File: src/rtl/rom_weight_loader.sv
// Reads NUM_WORDS consecutive words of one ROM bank into a destination register file, then kicks the network controller.
// Optional running checksum of the written words: define ROM_LOAD_CHECKSUM_EN.
module rom_weight_loader #(
   parameter int unsigned DATA_W    = 32,
   parameter int unsigned ROM_AW    = 5,
   parameter int unsigned DST_AW    = 2,
   parameter int unsigned NUM_WORDS = 4,
   parameter int unsigned NUM_BANKS = 1,
   parameter int unsigned BASE_ADDR = 1,
   parameter int unsigned ROM_LAT   = 1,
   localparam int unsigned BANK_W   = (NUM_BANKS > 1) ? $clog2(NUM_BANKS) : 1
) (
   input  logic              clk,
   input  logic              reset,
   input  logic              start,
   input  logic [BANK_W-1:0] bank,
   output logic [ROM_AW-1:0] rom_addr,
   input  logic [DATA_W-1:0] rom_data,
   output logic [DST_AW-1:0] dst_addr,
   output logic [DATA_W-1:0] dst_data,
   output logic              dst_we,
   output logic              busy,
   output logic              err,
   output logic              start_network_controller,
   output logic [DATA_W-1:0] checksum
);

   localparam int unsigned WAIT_W = $clog2(ROM_LAT + 1);
   localparam logic [DST_AW-1:0] LAST_IDX = DST_AW'(NUM_WORDS - 1);

   if (BASE_ADDR + NUM_BANKS * NUM_WORDS > 2 ** ROM_AW) begin : g_rom_range_err
      $error("rom_weight_loader: banks exceed ROM address space");
   end
   if (NUM_WORDS > 2 ** DST_AW || NUM_WORDS < 1) begin : g_words_err
      $error("rom_weight_loader: NUM_WORDS must be 1..2**DST_AW");
   end
   if (ROM_LAT < 1) begin : g_lat_err
      $error("rom_weight_loader: ROM_LAT must be >= 1");
   end

   typedef enum logic [1:0] {IDLE, FETCH, WRITE, DONE} state_t;

   state_t              state;
   logic                start_q;
   logic                start_edge;
   logic                bank_ok;
   logic                accept;
   logic [DST_AW-1:0]   idx;
   logic [WAIT_W-1:0]   wait_cnt;

   assign start_edge = start & ~start_q;
   assign bank_ok    = 32'(bank) < NUM_BANKS;
   assign accept     = (state == IDLE) && start_edge && bank_ok;

   always_ff @(posedge clk) begin
      if (!reset) begin
         state                    <= IDLE;
         start_q                  <= 1'b0;
         idx                      <= '0;
         wait_cnt                 <= '0;
         rom_addr                 <= '0;
         dst_addr                 <= '0;
         dst_data                 <= '0;
         dst_we                   <= 1'b0;
         busy                     <= 1'b0;
         err                      <= 1'b0;
         start_network_controller <= 1'b0;
      end else begin
         start_q                  <= start;
         dst_we                   <= 1'b0;
         err                      <= 1'b0;
         start_network_controller <= 1'b0;
         case (state)
            IDLE: begin
               if (start_edge) begin
                  if (bank_ok) begin
                     state    <= FETCH;
                     rom_addr <= ROM_AW'(BASE_ADDR + 32'(bank) * NUM_WORDS);
                     idx      <= '0;
                     wait_cnt <= '0;
                     busy     <= 1'b1;
                  end else begin
                     err <= 1'b1;
                  end
               end
            end
            // rom_addr was presented at entry; data is ready after ROM_LAT more edges
            FETCH: begin
               if (wait_cnt == WAIT_W'(ROM_LAT)) begin
                  dst_data <= rom_data;
                  dst_addr <= idx;
                  dst_we   <= 1'b1;
                  state    <= WRITE;
               end else begin
                  wait_cnt <= wait_cnt + 1'b1;
               end
            end
            WRITE: begin
               if (idx == LAST_IDX) begin
                  state                    <= DONE;
                  start_network_controller <= 1'b1;
               end else begin
                  idx      <= idx + 1'b1;
                  rom_addr <= rom_addr + 1'b1;
                  wait_cnt <= '0;
                  state    <= FETCH;
               end
            end
            DONE: begin
               state <= IDLE;
               busy  <= 1'b0;
            end
            default: state <= IDLE;
         endcase
      end
   end

`ifdef ROM_LOAD_CHECKSUM_EN
   always_ff @(posedge clk) begin
      if (!reset)
         checksum <= '0;
      else if (accept)
         checksum <= '0;
      else if (state == WRITE)
         checksum <= checksum + dst_data;
   end
`else
   assign checksum = '0;
`endif

endmodule

File: config.mk
export PLATFORM = sky130hd
export DESIGN_NAME = rom_weight_loader
export DESIGN_NICKNAME = d
export VERILOG_FILES = /design/src/rtl/rom_weight_loader.sv
export SDC_FILE = /design/constraint.sdc
export NUM_CORES = 1
export LEC_CHECK = 0
export ABC_AREA = 1
export BUFFER_PORTS_ARGS = -buffer_cell sky130_fd_sc_hd__buf_4
export CORE_ASPECT_RATIO = 1.2
export CORE_MARGIN = 2
export CORE_UTILIZATION = 30
export CTS_CLUSTER_DIAMETER = 100
export DETAILED_ROUTE_END_ITERATION = 8
export SYNTH_ARGS = -nofsm -noshare
export SYNTH_HDL_FRONTEND = slang
export SYNTH_SLANG_ARGS = --single-unit
File: constraint.sdc
create_clock -name clk -period 2 [get_ports clk]
set_clock_uncertainty 0.15 [all_clocks]
set_input_delay 0.4 -clock clk [delete_from_list [all_inputs] [get_ports clk]]
set_output_delay 0.4 -clock clk [all_outputs]
set_load 0.1 [all_outputs]
==> results.py, run 1 <==
metrics = {
    "synthesis": {
        "syn_avg_cell_area_um2": 7.65,
        "synth.top_cell.area_share": 0.452,
        "synth_cell_types": 21,
        "yosysSeqAreaShare": 0.452,
        "synth_largest_area_cell": "dfxtp_1",
        "syn_inst": 284,
        "yosys-top-cells-area": "dfxtp_1 45%, buf_4 13%, nand2_1 11%",
        "synth_seq_cells": 49,
        "netlist_area_mm2": 0.00217,
        "synth_warnings": 0,
    },
    "placement": {
        "placed_cells": 442,
        "hpwl_mm": 3.59,
        "dp_slack_ns": 0.443,
        "gp_congestion": 0.668,
        "numPortBuffers": 78,
    },
    "die": {
        "core-area_mm2": 0.00715,
        "dieArea_mm2": 0.00794,
        "pin_count": 111,
        "dieHeight_um": 97.2,
        "initial_utilization": 0.304,
        "row_count": 34,
        "die_w_um": 81.7,
    },
    "power": {
        "power_density_mw_per_mm2": 940,
        "p_leak_nw": 1.28,
        "peakVddDrop_v": 0.000414,
    },
    "cts": {
        "post_cts_resized": 0,
        "cts_root_buf": "clkbuf_8",
        "htree_levels": 2,
        "clkTransAtPathRegs_ns": 0.09,
        "postCtsHoldBufs": 0,
        "ctsLongestPathBuffers": 2,
        "clkLatencyLatePin_ns": 0.30,
        "cts_tree": "built",
        "cts_made_buffers": 5,
        "clock_sinks": 49,
        "post_cts_buffers": 0,
    },
    "critical_path": {
        "crit_type": "flop to flop",
        "crit_path_max_fanout": 8,
        "cp_data_arrival_time_ns": 1.63,
        "slowest_stage": "dfxtp_1",
        "crit_path_end_kind": "flop",
        "crit_required_ns": 2.06,
        "critPathLaunchType": "flop",
        "cpPeakStageDelay_ns": 0.35,
        "critical_path.cell_chain": "ha_1, a21oi_2, nand2_2, nor2_1, nor2_1",
        "path_common_cell": "nor2_1",
    },
    "finish": {
        "num_antenna_cells": 0,
        "stdcell_count": 450,
        "drive_gt1_frac": 0.278,
        "area_growth_pct": 29.3,
        "finalNetCount": 397,
        "fillers": 761,
    },
    "min_path": {
        "hp-class": "input port to flop",
    },
    "grt": {
        "grt_pass1_vias": 1694,
        "grt_use_total": 0.124,
        "grt_overflow_total": 0,
        "grt_max_degree": 37,
        "grt_first_pass_wirelength_mm": 7.75,
        "grt_antenna_before_repair": 0,
    },
    "route": {
        "drt_iter0_drc": 59,
        "vias": 1966,
        "drt_pass1_iterations": 4,
        "routed_wl_mm": 4.96,
        "vias_per_cell": 4.37,
        "antenna_left": 0,
        "wire_per_inst_um": 11.0,
        "drc": 0,
    },
    "flow_run": {
        "drv_cap": 0,
    },
    "sta": {
        "achievable-frequency_ghz": 0.634,
        "worst_pin_slew_ns": 0.504,
        "setup_viol": 0,
        "setup-tns-final_ns": 0,
        "rsz0062_at_grt": "false",
        "fin_ws_ns": 0.423,
        "maxSlewViolCount": 0,
        "maxSlewHeadroom": 0.664,
        "min_period_over_period": 0.788,
        "hold_viol": 0,
        "post-route-min-period_ns": 1.58,
    },
    "status": {
        "status": "finished, final reports clean",
    },
}
-- cell families (layout without fill, tap and decap cells) --
| family | count (synthesis) | count (layout) | synth area share |
|---|---|---|---|
| and+or+nand+nor | 131 | 131 | 0.268 |
| AOI/OAI and AO/OA | 43 | 43 | 0.101 |
| adders and majority gates | 2 | 2 | 0.0115 |
| other | 1 | 32 | 0.00173 |
| DFF | 49 | 49 | 0.452 |
| buffers and inverters | 58 | 103 | 0.166 |
-- layout make-up --
class	count	area [µm²]	share of cell area
Clock inverter	2	13.8	0.00490
Sequential cell	49	981	0.349
Inverter	11	41.3	0.0147
Multi-Input combinational cell	208	946	0.337
Timing Repair Buffer	84	631	0.225
Tap cell	90	113	0.0401
Clock buffer	6	82.6	0.0294
-- per-layer routing --
layer / vias to the layer above / global-route usage / part of all wire
met1: 872 / 0.153 / 0.43
met3: 5 / 0.0307 / 0.083
met4: 0 / 0.0500 / 0.014
met2: 83 / 0.204 / 0.47
li1: 1006 / - / -
met5: - / 0 / 0
-- metrics by stage --
stage | instance area [µm²] | util | total power [mW] | hold WS (ns)
detailed placement | 2710 | 0.379 | 2.06 | 0.307
global placement | 2710 | 0.379 | 2.05 | 0.301
CTS | 2810 | 0.393 | 2.68 | 0.149
finish | 2810 | 0.393 | 2.64 | 0.154
floorplan | 2290 | - | 1.93 | 0.309
global route | 2810 | 0.393 | 2.77 | 0.168
-- flip-flops by register name, indices dropped and copies added, names as in the netlist --
signal	cells
err	1
dst_we	1
dst_addr	2
wait_cnt	1
dst_data	32
busy	1
start_network_controller	1
start_q	1
rom_addr	5
idx	2
state	2
-- worst max-delay path, delay by kind of cell, from the launching register on --
kind	cells	cell delay [ns]
AOI/OAI and AO/OA	1	0.35
adders and majority gates	1	0.26
DFF	1	0.35
and+or+nand+nor	3	0.37
-- power breakdown --
group	total, mW	leakage (nW)	internal, mW	switching (mW)
registers	1.08	0.397	1.03	0.0547
clock network	0.611	0.0512	0.281	0.330
logic	0.944	0.830	0.183	0.761
-- path summary, 6_finish.rpt --
kind	start	to	slack, ns	cells past startpoint
setup reg to reg	idx[0]$_SDFFE_PN0P_	rom_addr[4]$_SDFFE_PN0P_	0.42	5
hold / removal	start	start_q$_SDFF_PN0_	0.15	3
setup / recovery	idx[0]$_SDFFE_PN0P_	rom_addr[4]$_SDFFE_PN0P_	0.42	5
hold reg to reg	dst_data[23]$_SDFFE_PN0P_	dst_data[23]$_SDFFE_PN0P_	0.32	2
-- cells in the mapped netlist, drive strengths merged --
master  instances
nand2          66
dfxtp          49
a21oi          42
nand3          41
buf            39
nor2           21
inv            11
clkbuf          8
ha              2
conb            1
nand3b          1
nor3            1
o21ai           1
or2             1
-- cell usage in the layout, fill, tap and decap left out --
master / synthesis / routed
dfxtp_1: 49 / 49
nand3_1: 41 / 41
o21ai_0: 1 / 1
a21oi_2: 1 / 1
buf_4: 38 / 84
nor3_1: 1 / 1
nand2_4: 1 / 1
ha_1: 2 / 2
nor2_1: 19 / 19
or2_0: 1 / 1
nand2_1: 63 / 63
clkinv_4: 0 / 1
nor2_2: 1 / 1
inv_2: 2 / 2
conb_1: 1 / 32
nor2_8: 1 / 1
nand3b_1: 1 / 1
clkbuf_8: 0 / 6
a21oi_1: 41 / 41
clkinv_2: 0 / 1
inv_1: 9 / 9
nand2_2: 2 / 2
(Power assumes the default switching activity.)
==> run 2, diff against run 1 <==
- clock period: 2 -> 1.5 ns (I/O delays scaled with it)
==> run 2 against run 1 <==
Compared with the run above: die area did not move; power rose by 37%; sequential power rose by 33%; non-clock buffer count rose by 2; sequential share of layout area fell by 0.27 points; cell count rose by 0.44%; critical path depth fell by 4; global-route usage rose by 0.97 points; sequential cell count did not move; combinational power rose by 38%; critical path type is now flop to primary output; register-to-register slack got worse by 0.31 ns; design area rose by 2.1%; largest power group unchanged.
==> results.py, run 2 (synthesis gave the netlist of run 1 again) <==
metrics = {
    "power": {
        "p_total_mw": 3.62,
        "p_leak_nw": 1.30,
        "p_seq_frac": 0.397,
        "p_switching_mw": 1.54,
        "combPwrFrac": 0.360,
        "clock_power_share": 0.242,
        "peakVddDrop_v": 0.000515,
        "power_density_mw_per_mm2": 1260,
        "p_int_mw": 2.08,
        "switching_share": 0.425,
    },
    "die": {
        "row_count": 34,
        "pin_count": 111,
        "dieArea_mm2": 0.00794,
        "core-area_mm2": 0.00715,
        "dieHeight_um": 97.2,
        "die_w_um": 81.7,
        "initial_utilization": 0.304,
    },
    "placement": {
        "place_area_mm2": 0.00275,
        "hpwl_mm": 3.63,
        "numPortBuffers": 78,
        "gp_congestion": 0.736,
    },
    "finish": {
        "top_register": "dst_data",
        "area_growth_pct": 31.9,
        "fin_util": 0.401,
        "finalNetCount": 399,
        "largest_reg_flops": 32,
        "finalInstanceArea_mm2": 0.00287,
        "num_antenna_cells": 0,
        "drive_gt1_frac": 0.296,
        "mostFrequentLayoutCell": "buf_4",
        "largestRegisters": "dst_data (32), rom_addr (5)",
        "layout_common_cells": "85 x buf_4, 63 x nand2_1, 43 x dfxtp_1",
    },
    "status": {
        "status": "finished, final reports clean",
    },
    "cts": {
        "ctsLongestPathBuffers": 2,
        "cts_tree": "built",
        "htree_levels": 2,
        "clkTransAtPathRegs_ns": 0.09,
        "post_cts_resized": 0,
        "cts_root_buf": "clkbuf_8",
        "postCtsHoldBufs": 0,
        "clkLatencyLatePin_ns": 0.30,
        "cts_made_buffers": 5,
        "post_cts_buffers": 0,
        "clock_sinks": 49,
    },
    "grt": {
        "grt_pass1_vias": 1838,
        "grt_first_pass_wirelength_mm": 8.44,
        "grt_max_degree": 39,
        "grt_overflow_total": 0,
        "grt_use_total": 0.134,
        "grt_antenna_before_repair": 0,
    },
    "sta": {
        "post-route-min-period_ns": 1.42,
        "maxSlewViolCount": 0,
        "rsz0062_at_grt": "true",
        "min_period_over_period": 0.946,
        "setup_viol": 0,
        "achievable-frequency_ghz": 0.705,
        "hold_viol": 0,
    },
    "critical_path": {
        "critPathLaunchType": "flop",
        "slowest_stage": "dfxtp_2",
        "cp_data_arrival_time_ns": 0.97,
        "cpLargestDelayFamily": "flip-flops",
        "crit_path_end_kind": "primary output",
        "crit_type": "flop to primary output",
        "critical_path.cell_chain": "buf_4",
        "worst-path-buf-inv": 1,
        "cpPeakStageDelay_ns": 0.38,
        "crit_required_ns": 1.05,
        "crit_path_max_fanout": 5,
    },
    "flow_run": {
        "drv_cap": 0,
    },
    "route": {
        "drt_pass1_iterations": 4,
        "vias_per_cell": 4.38,
        "vias": 1981,
        "wire_per_inst_um": 11.4,
        "routed_wl_mm": 5.13,
        "drc": 0,
        "drt_iter0_drc": 121,
        "antenna_left": 0,
    },
    "min_path": {
        "hp-class": "input port to flop",
    },
}
-- run 2: changes by cell type in the layout (fill, tap and decap cells not counted), sizes merged --
cell,previous run,this run
buf,84,86
clkbuf,6,7
clkinv,2,1
-- run 2: area by class of cell --
cell class              instances  area [µm²]
clock buffers                   7        97.6
repair buffers                 86         658
fillers                       767        4280
multi-input cells             208         953
flip-flops and latches         49         993
clock inverters                 1        8.76
inverters                      11        41.3
well taps                      90         113
-- run 2: layer usage --
metal,wire [µm],share of wire,global-route usage,vias up
met1,2050,0.40,0.154,900
met2,2620,0.51,0.228,72
met5,0,0,0,-
met3,427,0.083,0.0520,4
li1,-,-,-,1005
met4,32,0.0062,0.0359,0
-- run 2: stage by stage --
| stage | worst slack [ns] | hold slack, ns | cells | TNS (ns) |
|---|---|---|---|---|
| 6_report | 0.0808 | 0.0536 | 452 | 0 |
| 5_1_grt | -0.0280 | 0.0359 | 452 | -0.0517 |
| 4_1_cts | 0.00534 | 0.0451 | 452 | 0 |
| 3_5_place_dp | 0.0339 | 0.305 | 444 | 0 |
| 3_3_place_gp | 0.110 | 0.298 | 444 | 0 |
| 2_1_floorplan | 0.102 | 0.243 | 315 | 0 |
-- run 2: power groups by stage --
stage / clock [mW] / combinational, mW / sequential, mW
final: 0.877 / 1.30 / 1.44
after CTS: 0.921 / 1.31 / 1.44
after floorplan: 0 / 0.740 / 1.83
after detailed placement: 0 / 1.31 / 1.47
after global placement: 0 / 1.30 / 1.47
after global routing: 0.984 / 1.39 / 1.45
-- run 2: final timing paths --
check / from / to / slack [ns] / depth (start not counted)
worst min register to register: dst_data[16]$_SDFFE_PN0P_ / dst_data[16]$_SDFFE_PN0P_ / 0.32 / 2
worst min-delay path: start / start_q$_SDFF_PN0_ / 0.05 / 3
worst max register to register: idx[0]$_SDFFE_PN0P_ / idx[1]$_SDFFE_PN0P_ / 0.11 / 6
worst max-delay path: rom_addr[2]$_SDFFE_PN0P_ / rom_addr[2] / 0.08 / 1
